<file path="config.mk">
export PLATFORM = sky130hd
export DESIGN_NAME = bus_mux_reg
export DESIGN_NICKNAME = d
export VERILOG_FILES = /design/src/rtl/bus_mux_reg.sv
export SDC_FILE = /design/constraint.sdc
export NUM_CORES = 1
export LEC_CHECK = 0
export CORE_UTILIZATION = 29
export CTS_CLUSTER_SIZE = 30
export DETAILED_ROUTE_END_ITERATION = 8
export PLACE_DENSITY = 0.75
export SETUP_SLACK_MARGIN = 0.02
export SYNTH_ARGS = -nofsm -noshare
export SYNTH_HDL_FRONTEND = slang
export SYNTH_SLANG_ARGS = --single-unit
export TNS_END_PERCENT = 50
</file>
<file path="constraint.sdc">
create_clock -name clock -period 1.6 [get_ports clock]
set_clock_uncertainty 0.1 [all_clocks]
set_input_delay 0.48 -clock clock [delete_from_list [all_inputs] [get_ports clock]]
set_output_delay 0.48 -clock clock [all_outputs]
set_load 0.01 [all_outputs]
</file>
<file path="src/rtl/bus_mux_reg.sv">
// bus_mux_reg: registered fixed-priority bus multiplexer.
// Lowest asserted src_sel index wins and drives the bus one cycle later.
// Idle cycles either hold the last bus value or drive zero.
// Multi-driver select cycles set a sticky flag and bump a saturating counter.
module bus_mux_reg #(
  parameter int WIDTH = 16,
  parameter int NSRC  = 10,
  parameter int CNT_W = 8,
  localparam int IDW  = (NSRC > 2) ? $clog2(NSRC) : 1
) (
  input  logic                    clock,
  input  logic                    resetn,
  input  logic [NSRC*WIDTH-1:0]   src_data,
  input  logic [NSRC-1:0]         src_sel,
  input  logic                    hold_en,
  input  logic                    clear_conflict,
  output logic [WIDTH-1:0]        bus,
  output logic                    bus_valid,
  output logic [IDW-1:0]          src_id,
  output logic                    conflict,
  output logic [CNT_W-1:0]        conflict_count
);

  logic [WIDTH-1:0] r_bus;
  logic             r_valid;
  logic [IDW-1:0]   r_id;
  logic             r_conflict;
  logic [CNT_W-1:0] r_cnt;

  logic             w_any;
  logic [IDW-1:0]   w_win;
  logic [WIDTH-1:0] w_data;
  logic             w_multi;
  logic             w_cnt_sat;

  // Priority encode: scan high to low so the lowest asserted index is kept last.
  always_comb begin
    w_any  = 1'b0;
    w_win  = '0;
    w_data = '0;
    for (int i = NSRC - 1; i >= 0; i--) begin
      if (src_sel[i]) begin
        w_any  = 1'b1;
        w_win  = IDW'(i);
        w_data = src_data[i*WIDTH +: WIDTH];
      end
    end
  end

  // Clearing the lowest set bit leaves something only if two or more were set.
  assign w_multi   = |(src_sel & (src_sel - 1'b1));
  assign w_cnt_sat = (r_cnt == {CNT_W{1'b1}});

  // Bus datapath: capture the winner, otherwise hold or zero the bus.
  always_ff @(posedge clock or negedge resetn) begin
    if (!resetn) begin
      r_bus   <= '0;
      r_valid <= 1'b0;
      r_id    <= '0;
    end else if (w_any) begin
      r_bus   <= w_data;
      r_valid <= 1'b1;
      r_id    <= w_win;
    end else begin
      r_valid <= 1'b0;
      if (!hold_en) r_bus <= '0;
    end
  end

  // Conflict tracking: a conflict in the same cycle as a clear restarts the count at one.
  always_ff @(posedge clock or negedge resetn) begin
    if (!resetn) begin
      r_conflict <= 1'b0;
      r_cnt      <= '0;
    end else if (w_multi) begin
      r_conflict <= 1'b1;
      if (clear_conflict)  r_cnt <= CNT_W'(1);
      else if (!w_cnt_sat) r_cnt <= r_cnt + 1'b1;
    end else if (clear_conflict) begin
      r_conflict <= 1'b0;
      r_cnt      <= '0;
    end
  end

  assign bus            = r_bus;
  assign bus_valid      = r_valid;
  assign src_id         = r_id;
  assign conflict       = r_conflict;
  assign conflict_count = r_cnt;

endmodule
</file>
### After elaboration in Yosys (flattened, before gate mapping)

Cells that the tools add are included.

* add/sub/neg operators: 2
* multipliers: 0
* div/mod/pow operators: 0
* magnitude comparators: 0
* equality and inequality tests: 3
* shifts and indexed selects: 0
* mux-type cells: 39
* bitwise gates (word level): 1
* reduce and logical (&&, ||, !) cells: 3

Operators with widths (number)
* 16-bit two-way mux: 12
* 4-bit two-way mux: 10
* 8-bit two-way mux: 4
* 1-bit two-way mux: 13
* 10-bit AND: 1
* 10-bit OR reduction: 1
* 10-bit by 1-bit subtractor with 10-bit output, second input constant: 1
* 8-bit by 1-bit adder with 8-bit output, second input constant: 1
* 8-bit == test, second input constant: 1
* 2-bit by 1-bit != test with 1-bit output, second input constant: 1
* 2-bit != test, second input constant: 1
* 2-bit AND reduction: 1
* 2-bit nonzero test: 1

* bits in registers: 30
* latch bits: 0
* memory bits (writable): 0
* bits in read-only memories: 0
* input bits: 174
* output and inout bits: 30
* word-level logic and storage cells: 53
* memories kept: 0

### Logic depth before layout (Yosys ltp)

* word-level depth: 11
* gate-level depth with buffers: 8
* depth with buffers taken out: 7

### Worst setup path before layout

OpenSTA, ideal clock, no wires.

* path kind: input -> register
* start point: input src_sel[0]
* end point: register r_cnt[3], in the netlist conflict_count[3]
* setup time: 0.125 ns
* data arrival time: 1.867 ns
* required time: 1.375 ns
* slack: -0.492 ns
* cell stages on the path: 7
* buffers on the path: 1
* path through: buf_2 -> nor4_4 -> inv_1 -> o31ai_2 -> a31oi_4 -> nand4_1 -> mux2_2

* cells in the longest elaborated chain, start to end: 5
* elaborated cells on any way between the ends: 6
* classes of those cells: add/sub (1); mux (1); bitwise (1); reduce/logical (3)

Ends and longest elaborated chain
* start: declaration: line 14 `input logic [NSRC-1:0] src_sel,`
* 10-bit by 1-bit subtractor with 10-bit output: line 51 `assign w_multi = |(src_sel & (src_sel - 1'b1));`
* 10-bit AND (*): line 51
* 10-bit OR reduction (*): line 51
* 2-bit nonzero test (no source line)
* 2-bit AND reduction (no source line)
* end signal: assignment: line 78 `else if (!w_cnt_sat) r_cnt <= r_cnt + 1'b1;`
* end: declaration: line 28 `logic [CNT_W-1:0] r_cnt;`

Every way passes the cells marked *; elsewhere a longest branch is shown, timed or not.
A chain may end at the register's enable or synchronous reset.

### Worst setup path in the final report

* start point: input src_data[140]
* end point: register r_bus[12], in the netlist bus[12]

* cells in the longest elaborated chain, start to end: 10

Ends and longest elaborated chain
* start: declaration: line 13 `input logic [NSRC*WIDTH-1:0] src_data,`
* 16-bit two-way mux (9 in series): line 42 `if (src_sel[i]) begin`
* 16-bit two-way mux: line 60 `end else if (w_any) begin`
* end signal: assignment: line 61 `r_bus <= w_data;`
* end: declaration: line 24 `logic [WIDTH-1:0] r_bus;`

No other way between the ends.

==> impl_metrics.toml <==
[status]
outcome = "finished with violations"
failed_checks = "setup timing"

[timing]
postLayoutSetupSlackWorst_ns = -0.4639
layout_min_cycle_time_ns = 2.064
worst_pin_slew_ns = 0.5128
fmax_mhz = 484.5
setup_tns_ns = -6.784
rsz0062_at_grt = "yes"
hold_violations = 0
maxSlewViolCount = 0
min_period_over_period_pct = 129.0
setup_viol = 29
worst_hold_slack_ns = 0.3750
max_slew_margin_pct = 65.81

[global_routing]
grt_max_degree = 35
track_usage_pct = 28.19
grt_remaining_overflow = 0
grt_pass1_wl_mm = 21.36
grt_pass1_vias = 4162
antenna_found_initial = 0

[logic_synthesis]
synth_edf_count = 0
synth.area.top_cells = "dfrtp_1 29%, a221oi_1 11%, o22ai_1 7.7%, nand2_1 6.2%, a31oi_1 4.6%"
synth-seq-area-share_pct = 28.87
synth_compound_area_share_pct = 38.55
yosys_warnings = 0
synth_ff_type = "dfrtp_1"
synth_top_family_by_area = "compound AO/OA/AOI/OAI gates"
synthCells = 337
yosys.area_share.adder_pct = 0.4812
synth_xor_area_share_pct = 0
avgSynthCellArea_sq_um = 7.715
synth-seq-cells = 30
synthSimpleGateAreaFrac_pct = 23.34
synthDistinctLibCells = 46
async_flop_share_pct = 100.0
synth_top_area_cell = "dfrtp_1"
netlist_area_sq_um = 2600
synthMuxAreaShare_pct = 1.203
syn_nets = 512
synth_top_area_share_pct = 28.87

[final_layout]
ff_latch_area_sq_um = 752.0
layout_common_cells = "144 x clkdlybuf4s50_1, 53 x buf_4, 42 x dlygate4sd2_1, 41 x nand2_1, 32 x o22ai_1"
fill_cells = 644
drive_gt1_share_pct = 29.58
multiInputGateArea_sq_um = 2158
nNetsFinal = 769
post_layout_nonfiller_instances = 703
synthToLayoutAreaGrowth_pct = 133.3
diodes = 0
final_common_cell = "clkdlybuf4s50_1"

[floorplanning]
row_count = 34
die_area_sq_um = 9348
core_area_sq_um = 8721
die_h_um = 96.69
initial_core_util_pct = 29.81
fp.dieW_um = 96.69
ios = 204

[setup_path]
cp_slowest_cell = "a221oi_1"
end_kind = "register"
crit_buf_inv = 1
crit_start = "src_data[140]"
rr_endpoint = "conflict_count[3]"
crit_cells = 6
reg2regPathDepth = 6
cp_top_family = "compound AO/OA/AOI/OAI gates"
setup.worst_path.class = "in -> reg"
arrival_ns = 2.12
r2r_start = "conflict_count[1]"
crit_path_max_fanout = 1
regToRegSetupSlack_ns = -0.12
startpoint_type = "primary input"
cp_cell_sequence = "clkdlybuf4s50_1 > a221oi_1 > o311ai_2 > a221oi_2 > or3_1 > a31oi_1"
slowest_delay_ns = 0.51
required_ns = 1.66

[power_and_ir_drop]
power.internal_uw = 2032
switching_share_pct = 30.02
p_seq_share_pct = 29.0
combPwrFrac_pct = 46.3
powerDensity_nw_per_um2 = 478.6
p_leak_uw = 0.002489
clockPowerShare_pct = 24.7
power_uw = 2904
p_sw_uw = 871.7
irDropWorstVdd_mv = 0.2417

[clock_network]
clk-insertion-delay-late_ns = 0.28
cts_inserted_buffers = 5
cts_tree = "done"
cts_buffer_depth = 2
ctsHoldBuffers = 0
htreeDepth = 2
cts.sink_count = 30
path_clk_slew_ns = 0.06
cts_root_buf = "clkbuf_8"

[min_path]
whs_endpoint = "src_id[1]"
hold_path.class = "reg -> reg"
hp-start = "src_id[1]"
min_path_cells = 2

[routing]
drt-met1-wl_mm = 5.434
vias_per_cell = 5.731
dr_wl_met2_mm = 7.162
wl_mm = 14.24
wl_met3_mm = 1.119
vias = 4029
initialDrtViolationCount = 221
final_antenna_net_count = 0
dr.max_layer_used = "met4"
drc = 0
drt_first_pass_iters = 5
wl_per_cell_um = 20.26

[place]
numPortBuffers = 203
gp_congestion = 0.9128
dp_hpwl_mm = 9.731
post-place-ws_ns = -1.208
placed_cells = 672

[run]
maxCapViolCount = 0
[per-stage QoR]
stage               instance area [sq um]  utilization [%]
floorplan                            2641                -
global placement                     5174            59.33
detailed placement                   5174            59.33
CTS                                  5879            67.42
global route                         6067            69.57
finish                               6067            69.57
[flip-flops by register name (all words and copies together) (netlist names)]
register	count
bus	16
conflict_count	8
conflict	1
src_id	4
bus_valid	1
[worst max-delay path by stage]
stage	to	slack, ns
after global placement	bus[3]	-1.15
after CTS	bus[3]	-0.31
after detailed placement	bus[3]	-1.21
after floorplan	conflict_count[3]	-0.39
final	bus[12]	-0.46
after global routing	bus[12]	-0.53
[worst reg2reg max path, cell delays in order (launching register included)]
cell and delay, ns:
dfrtp_1 0.37, ha_1 0.18, nand4_1 0.16, nor2_1 0.30, a31oi_4 0.07, nand4_1 0.14, mux2_4 0.30
[repair_timing]
action | in CTS | in global routing
endpoints found under the setup margin | 60 | 32
gates resized for setup | 187 | 35
cloned | 6 | 0
buffers inserted | 16 | 4
pin swaps | 65 | 22
[metal layers]
layer,GRT usage (%),up-vias
met4,9.874,0
met1,33.92,1897
met2,49.24,254
met3,6.214,47
met5,0,-
li1,-,1831
[cell families after synthesis]
kind of cell    Yosys count
fa+ha+maj                 1
buf+inv                  42
simple gates            123
mux                       3
compound gates          138
flops                    30
[Yosys cell counts (2+ instances only)]
| library cell | instances |
|---|---|
| a21o_1 | 2 |
| nand3_1 | 5 |
| nand4_1 | 2 |
| a311oi_1 | 3 |
| nor2b_1 | 18 |
| a21oi_1 | 20 |
| o22ai_1 | 32 |
| inv_1 | 5 |
| o311ai_0 | 7 |
| o21ai_0 | 3 |
| buf_1 | 2 |
| a221oi_1 | 32 |
| o21bai_1 | 2 |
| nand2_1 | 43 |
| nor3_1 | 3 |
| a31oi_1 | 19 |
| o311ai_1 | 9 |
| clkbuf_1 | 19 |
| clkinv_1 | 2 |
| or3_1 | 16 |
| dfrtp_1 | 30 |
| buf_2 | 10 |
| mux2i_1 | 2 |
| nor2_1 | 29 |
[cell type report]
cell class | count | area share [%]
clock buffers | 8 | 1.815
multi-input cells | 265 | 35.57
inverters | 7 | 0.4743
repair buffers | 285 | 47.51
flip-flops and latches | 30 | 12.39
well taps | 108 | 2.227
[power groups by stage]
| stage | combinational [uW] | sequential [uW] | clock (uW) |
|---|---|---|---|
| floorplan | 342 | 883 | 0 |
| global placement | 1130 | 855 | 0 |
| detailed placement | 1140 | 856 | 0 |
| CTS | 1270 | 841 | 730 |
| global route | 1420 | 846 | 763 |
| finish | 1340 | 841 | 718 |
No activity file was read; power rests on OpenSTA's default activity.
